### src/rtl/tx_serializer.sv
// -----------------------------------------------------------------------------
// tx_serializer
//
// Frames a WIDTH-bit word onto a single serial line:
//   start(0), WIDTH data bits LSB first, optional even-parity bit, stop(1).
// Each line bit is held for BIT_CYCLES clocks. The frame finishes with a
// one-cycle DONE state that raises TxDone. The block then returns to IDLE.
//
// A separate holding register captures DataIn on every SampleData strobe. A
// frame starts from DataIn when SampleData arrives on the same edge as the
// accepted TxData. Otherwise it starts from the holding register. Once a
// frame starts, only the shift register feeds the line, so later strobes do
// not change the frame in flight.
//
// Parameters
//   WIDTH      data bits per frame
//   BIT_CYCLES clocks per serial bit (1..255)
//   PARITY_EN  1 = insert an even-parity bit after the data, 0 = omit it
//
// Ports
//   Clk        system clock, rising edge
//   Reset      synchronous, active-high reset
//   DataIn     word to transmit
//   SampleData load strobe for the holding register
//   TxData     transmit request; honoured only in IDLE
//   SOut       registered serial line; idles high
//   TxBusy     high while start/data/parity/stop are on the line
//   TxDone     one-cycle pulse per completed frame
// -----------------------------------------------------------------------------
module tx_serializer #(
    parameter int WIDTH      = 8,
    parameter int BIT_CYCLES = 4,
    parameter int PARITY_EN  = 1
) (
    input  logic             Clk,
    input  logic             Reset,
    input  logic [WIDTH-1:0] DataIn,
    input  logic             SampleData,
    input  logic             TxData,
    output logic             SOut,
    output logic             TxBusy,
    output logic             TxDone
);

    localparam int CW = $clog2(BIT_CYCLES + 1);
    localparam int BW = (WIDTH > 1) ? $clog2(WIDTH) : 1;

    localparam logic [CW-1:0] CYC_LAST = CW'(BIT_CYCLES - 1);
    localparam logic [BW-1:0] BIT_LAST = BW'(WIDTH - 1);

    typedef enum logic [2:0] {
        S_IDLE,
        S_START,
        S_DATA,
        S_PARITY,
        S_STOP,
        S_DONE
    } state_t;

    state_t           state_q, state_d;
    logic [WIDTH-1:0] hold_q,  hold_d;
    logic [WIDTH-1:0] shift_q, shift_d;
    logic [CW-1:0]    cyc_q,   cyc_d;
    logic [BW-1:0]    bit_q,   bit_d;
    logic             par_q,   par_d;
    logic             sout_q,  sout_d;
    logic             busy_q,  busy_d;
    logic             done_q,  done_d;
    logic             bit_end;

    always_comb begin
        state_d = state_q;
        shift_d = shift_q;
        cyc_d   = cyc_q;
        bit_d   = bit_q;
        par_d   = par_q;

        // The holding register follows SampleData in every state. Its next
        // value is also the load value when SampleData and TxData coincide.
        hold_d  = SampleData ? DataIn : hold_q;

        bit_end = (cyc_q == CYC_LAST);

        case (state_q)
            S_IDLE: begin
                if (TxData) begin
                    shift_d = hold_d;
                    // Parity is fixed at load, because the shift register
                    // is consumed as the data bits go out.
                    par_d   = ^hold_d;
                    cyc_d   = '0;
                    bit_d   = '0;
                    state_d = S_START;
                end
            end
            S_START: begin
                if (bit_end) begin
                    cyc_d   = '0;
                    state_d = S_DATA;
                end else begin
                    cyc_d = cyc_q + 1'b1;
                end
            end
            S_DATA: begin
                if (bit_end) begin
                    cyc_d   = '0;
                    shift_d = shift_q >> 1;
                    if (bit_q == BIT_LAST) begin
                        bit_d   = '0;
                        state_d = (PARITY_EN != 0) ? S_PARITY : S_STOP;
                    end else begin
                        bit_d = bit_q + 1'b1;
                    end
                end else begin
                    cyc_d = cyc_q + 1'b1;
                end
            end
            S_PARITY: begin
                if (bit_end) begin
                    cyc_d   = '0;
                    state_d = S_STOP;
                end else begin
                    cyc_d = cyc_q + 1'b1;
                end
            end
            S_STOP: begin
                if (bit_end) begin
                    cyc_d   = '0;
                    state_d = S_DONE;
                end else begin
                    cyc_d = cyc_q + 1'b1;
                end
            end
            S_DONE: begin
                state_d = S_IDLE;
            end
            default: begin
                state_d = S_IDLE;
            end
        endcase

        // The outputs are decoded from the next state, so the registered
        // outputs change on the same edge that the state changes.
        case (state_d)
            S_START:  sout_d = 1'b0;
            S_DATA:   sout_d = shift_d[0];
            S_PARITY: sout_d = par_d;
            default:  sout_d = 1'b1;
        endcase

        busy_d = (state_d == S_START) || (state_d == S_DATA) ||
                 (state_d == S_PARITY) || (state_d == S_STOP);
        done_d = (state_d == S_DONE);
    end

    always_ff @(posedge Clk) begin
        if (Reset) begin
            state_q <= S_IDLE;
            hold_q  <= '0;
            shift_q <= '0;
            cyc_q   <= '0;
            bit_q   <= '0;
            par_q   <= 1'b0;
            sout_q  <= 1'b1;
            busy_q  <= 1'b0;
            done_q  <= 1'b0;
        end else begin
            state_q <= state_d;
            hold_q  <= hold_d;
            shift_q <= shift_d;
            cyc_q   <= cyc_d;
            bit_q   <= bit_d;
            par_q   <= par_d;
            sout_q  <= sout_d;
            busy_q  <= busy_d;
            done_q  <= done_d;
        end
    end

    assign SOut   = sout_q;
    assign TxBusy = busy_q;
    assign TxDone = done_q;

endmodule

### config.mk
export PLATFORM = sky130hd
export DESIGN_NAME = tx_serializer
export DESIGN_NICKNAME = d
export VERILOG_FILES = /design/src/rtl/tx_serializer.sv
export SDC_FILE = /design/constraint.sdc
export NUM_CORES = 1
export LEC_CHECK = 0
export ABC_AREA = 1
export CAP_MARGIN = 0
export CORE_ASPECT_RATIO = 0.7
export CORE_UTILIZATION = 30
export CTS_BUF_LIST = sky130_fd_sc_hd__clkbuf_4
export CTS_CLUSTER_SIZE = 24
export DETAILED_ROUTE_END_ITERATION = 8
export GPL_ROUTABILITY_DRIVEN = 0
export MAX_ROUTING_LAYER = met4
export SETUP_SLACK_MARGIN = 0.15
export SLEW_MARGIN = 20
export SYNTH_ARGS = -nofsm -noshare
export SYNTH_HDL_FRONTEND = slang
export SYNTH_SLANG_ARGS = --single-unit
### constraint.sdc
create_clock -name Clk -period 1.55 [get_ports Clk]
set_input_delay 0.31 -clock Clk [delete_from_list [all_inputs] [get_ports Clk]]
set_output_delay 0.31 -clock Clk [all_outputs]
set_load 0.02 [all_outputs]
# Word level (Yosys, flattened, before mapping)
# Index checks and enable logic that the tools add are counted.
word_totals:
  register_bits: 29
  in_bits: 12
  out_inout_bits: 3
  elab_cells: 55
classes:
  addsub: 2
  n_eq_ne: 13
  muxes: 20
  reduce_logical: 10
op_table:
  columns: ["op", "n"]
  rows:
  - ["3-bit two-way mux", 10]
  - ["8-bit two-way mux", 3]
  - ["8-bit case mux with 2 select lines", 1]
  - ["3-bit by 2-bit == test with 1-bit output, second input constant", 5]
  - ["3-bit case mux with 5 select lines", 1]
  - ["3-bit == test, second input constant", 4]
  - ["3-bit case mux with 2 select lines", 2]
  - ["8-bit XOR reduction", 1]
  - ["3-bit by 1-bit adder with 3-bit output, second input constant", 2]
  - ["3-bit by 1-bit == test with 1-bit output, second input constant", 2]
  - ["2-bit != test, second input constant", 2]
  - ["2-bit nonzero test", 2]
  - ["4-bit OR reduction", 1]
  - ["3-bit zero test", 1]
  - ["1-bit logical OR", 3]
  - ["1-bit case mux with 3 select lines", 1]
  - ["3-bit AND reduction", 1]
  - ["1-bit two-way mux", 2]
  - ["2-bit AND reduction", 1]

# Longest topological paths before layout
logic_depth:
  depth_word: 8
  ltp_mapped: 15
  ltp_nobuf: 13

# Least setup slack after synthesis
# No wires, ideal clock.
synth_timing:
  path_kind: "register -> register"
  start: "register cyc_q[0]"
  end: "register sout_q, in the netlist SOut"
  setup_ns: 0.118
  t_arrival_ns: 1.298
  required_time_ns: 1.432
  setup_slack_ns: 0.134
  path_stages_with_launch: 10
  n_path_buf: 0
  synth_period_minus_slack_ns: 1.416
  path_cell_list: "dfxtp_1 ha_1 nand2_1 nor2_4 inv_2 nand2_2 inv_2 a21oi_1 nand3b_1 nand3_2"
synth_via:
  elab_chain_cells: 5
  elab_cells_between_ends: 12
  classes_between: "eq/ne: 4; mux: 8"
synth_lines:
  columns: ["item", "line_no", "rtl"]
  rows:
  - ["from (decl)", "63", "logic [CW-1:0] cyc_q, cyc_d;"]
  - ["from (signal assigned)", "171", "cyc_q <= cyc_d;"]
  - ["3-bit by 2-bit == test with 1-bit output (*)", "82", "bit_end = (cyc_q == CYC_LAST);"]
  - ["3-bit two-way mux (on tied branches)", null, null]
  - ["3-bit case mux with 5 select lines", "84", "case (state_q)"]
  - ["3-bit by 2-bit == test with 1-bit output / 3-bit by 1-bit == test with 1-bit output (equally long branches)", "144", "case (state_d)"]
  - ["1-bit case mux with 3 select lines (*)", "144", null]
  - ["to (signal assigned)", "174", "sout_q <= sout_d;"]
  - ["to (decl)", "66", "logic sout_q, sout_d;"]
# Every way passes the cells marked *; elsewhere a longest branch is shown, timed or not. The select of a mux whose other input is x is not followed.
# A chain may end at the register's enable or synchronous reset.

# Worst setup path in the final report
layout_timing:
  start: "register cyc_q[1]"
  end: "register sout_q, in the netlist SOut"
# Same word-level chain as after synthesis.

==> impl_metrics.ini <==
[worst_setup_path]
worstSetupStartpoint = cyc_q[1]
worst-path-max-fanout = 4
worstPathCellList = ha_4 > nand2_4 > inv_4 > nor2_2 > o21ai_1 > nand2_1 > o21ai_2 > nor2_1 > nand3_2
required_ps = 1780
path_delay_family = simple AND/OR/NAND/NOR gates
r2r-start = cyc_q[1]
critPathSlowestCell = dfxtp_2
worstSetupPathType = reg -> reg
crit_arrival_ps = 1620
crit_buf_inv = 1
end_kind = flop
slowest_delay_ps = 350
cp-start-kind = flop

[clocking]
cts_tree = built
hold_buffers = 0
htree_levels = 2
cts_buffers = 5
insertion_delay_ps = 330
cts_buffer_depth = 2
cts.sinks = 29
clockRootBuffer = clkbuf_4
path_clk_slew_ps = 100

[synth]
asyncSetResetFlopFracSynth_pct = 0
synthTopCellsByCount = nand2_1, dfxtp_1, nand2_2
syn_inst = 232
netlist.area_leader.share_pct = 36.34
synth_simple_gate_area_share_pct = 38.06
synthAdderAreaFrac_pct = 2.349
yosysUniqueCellTypes = 30
yosysWarnings = 0
synth_edf_count = 0
synth_top_family_by_area = simple AND/OR/NAND/NOR gates
syn_area_um2 = 1598
synth-compound-area-share_pct = 11.12
synth_area_leaders = dfxtp_1, nand2_1, nand2_2, inv_1, nor2_1
yosysTopAreaCell = dfxtp_1
syn-num-nets = 247
ys_ff_latch = 29
syn_area_per_cell_um2 = 6.887
yosysMostFrequentCell = nand2_1
muxShareOfSynthArea_pct = 0
synth_xor_area_share_pct = 0
yosysSeqAreaShare_pct = 36.34
synthFlopType = dfxtp_1

[power_and_ir_drop]
p_total_mw = 1.758
leakage_nw = 1.092
peakVddDrop_mv = 0.2675
power_density_nw_per_um2 = 798.3

[route]
drt_iter0_drc = 65
dr.pass1.iters = 4
drc = 0
wl_per_cell_um = 10.13
viasPerCell = 4.258
ant_nets = 0
wl_um = 3535
num_vias = 1486

[cells_and_area]
drive_gt1_share_pct = 40.36
utilization_pct = 44.58
final_nets = 294
final_area_um2 = 2202
fillerInstances = 517
syn_to_final_growth_pct = 37.82
antenna_cells = 0

[timing]
fmax_mhz = 715.4
setup-violations-final = 0
max_slew.worst_pin.slew_ps = 301.2
period_share_pct = 90.18
slew_viol_final = 0
rsz0062_at_grt = true
slew_headroom_pct = 79.40
skew_ps = 6.306
setup_tns_ps = 0
hold_violations = 0
period_needed_ps = 1398

[global_route]
grtUsageTotal_pct = 14.22
antenna_found_initial = 0
grt_pass1_vias = 1277
gr-total-overflow = 0
grt_max_degree = 15
grt_first_pass_wirelength_um = 5885

[placed_design]
place_hpwl_um = 2532
io_buffers = 14
postPlaceCellArea_um2 = 1979

[worst_hold_path]
hold_start = DataIn[3]
min_path_type = in -> reg

[floorplanning]
die_x_um = 89.23
io_pins = 15
core-area_um2 = 4940
chipHeight_um = 63.06
rows = 21
die_area_um2 = 5627
floorplan.initialDensity_pct = 32.35

[status]
status = finished, final reports clean

[job]
maxCapViolCount = 0
==> metrics by stage <==
step | hold slack [ps] | worst slack, ps | std cells
floorplan | 394.1 | 187.3 | 232
global placement | 454.8 | -350.9 | 335
detailed placement | 455.9 | -414.2 | 335
CTS | 468.5 | 47.95 | 345
global route | 456.2 | 60.03 | 349
finish | 443.5 | 152.2 | 349
==> layout by cell type (no fill, tap or decap), types with 2 or more instances in the layout <==
master	n
buf_12	2
clkdlybuf4s50_1	3
nand2_2	39
nand2_4	2
nor3_1	2
nor2_2	4
nand2_1	56
nand3_2	3
dlymetal6s2s_1	7
a21oi_2	2
a22oi_1	7
nand3_1	4
ha_1	2
dlygate4sd2_1	3
nand4_1	2
buf_4	31
o21ai_1	4
nor2_1	17
dfxtp_1	24
clkinv_2	2
inv_1	22
inv_2	7
clkbuf_4	6
a21oi_1	12
dfxtp_2	5
==> layer usage <==
layer	vias up	GRT usage [%]	share of wire [%]
li1	815	-	-
met1	639	21.42	55
met2	26	17.27	39
met3	6	3.670	3.9
met4	0	5.952	1.6
met5	-	-	0
==> logic make-up after synthesis <==
family / Yosys count
fa+ha+maj: 3
simple gates: 132
flops: 29
compound gates: 29
buf+inv: 39
==> flip-flops by register name (all words and copies together) (netlist names) <==
name	cells
TxBusy	1
SOut	1
cyc_q	3
shift_q	8
par_q	1
TxDone	1
hold_q	8
state_q	3
bit_q	3
==> final timing paths <==
path | to | slack [ps] | depth (start not counted)
setup / recovery | SOut | 150 | 9
hold / removal | hold_q[3] | 440 | 6
setup reg to reg | SOut | 150 | 9
hold reg to reg | shift_q[7] | 470 | 2
==> tightest hold or removal path, cell delays in order <==
cell            delay (ps)
dlymetal6s2s_1         130
inv_1                   50
nand2_1                 50
nand2_2                 80
buf_4                  100
nor2_1                  30
==> power breakdown <==
part           leakage (nW)  switching [mW]  total (mW)  internal [mW]
combinational         0.817           0.250       0.472          0.222
sequential            0.240          0.0271       0.821          0.794
clock                0.0354           0.275       0.465          0.190
total                  1.09           0.552        1.76           1.21
==> cell type report <==
type                    instances  area [µm²]  area share [%]
clock inverters                 2       10.01          0.4545
well taps                      69       86.33           3.920
repair buffers                 48       432.9           19.66
flip-flops and latches         29       586.8           26.65
clock buffers                   6       45.04           2.045
inverters                      31       131.4           5.966
multi-input cells             164       909.6           41.31
==> what timing repair did <==
action | in CTS | in global routing
buffers inserted | 2 | 4
gates resized for setup | 12 | 41
endpoints found under the setup margin | 7 | 18
pin swaps | 1 | 14
Note: power is estimated with default switching activity, not from simulation.
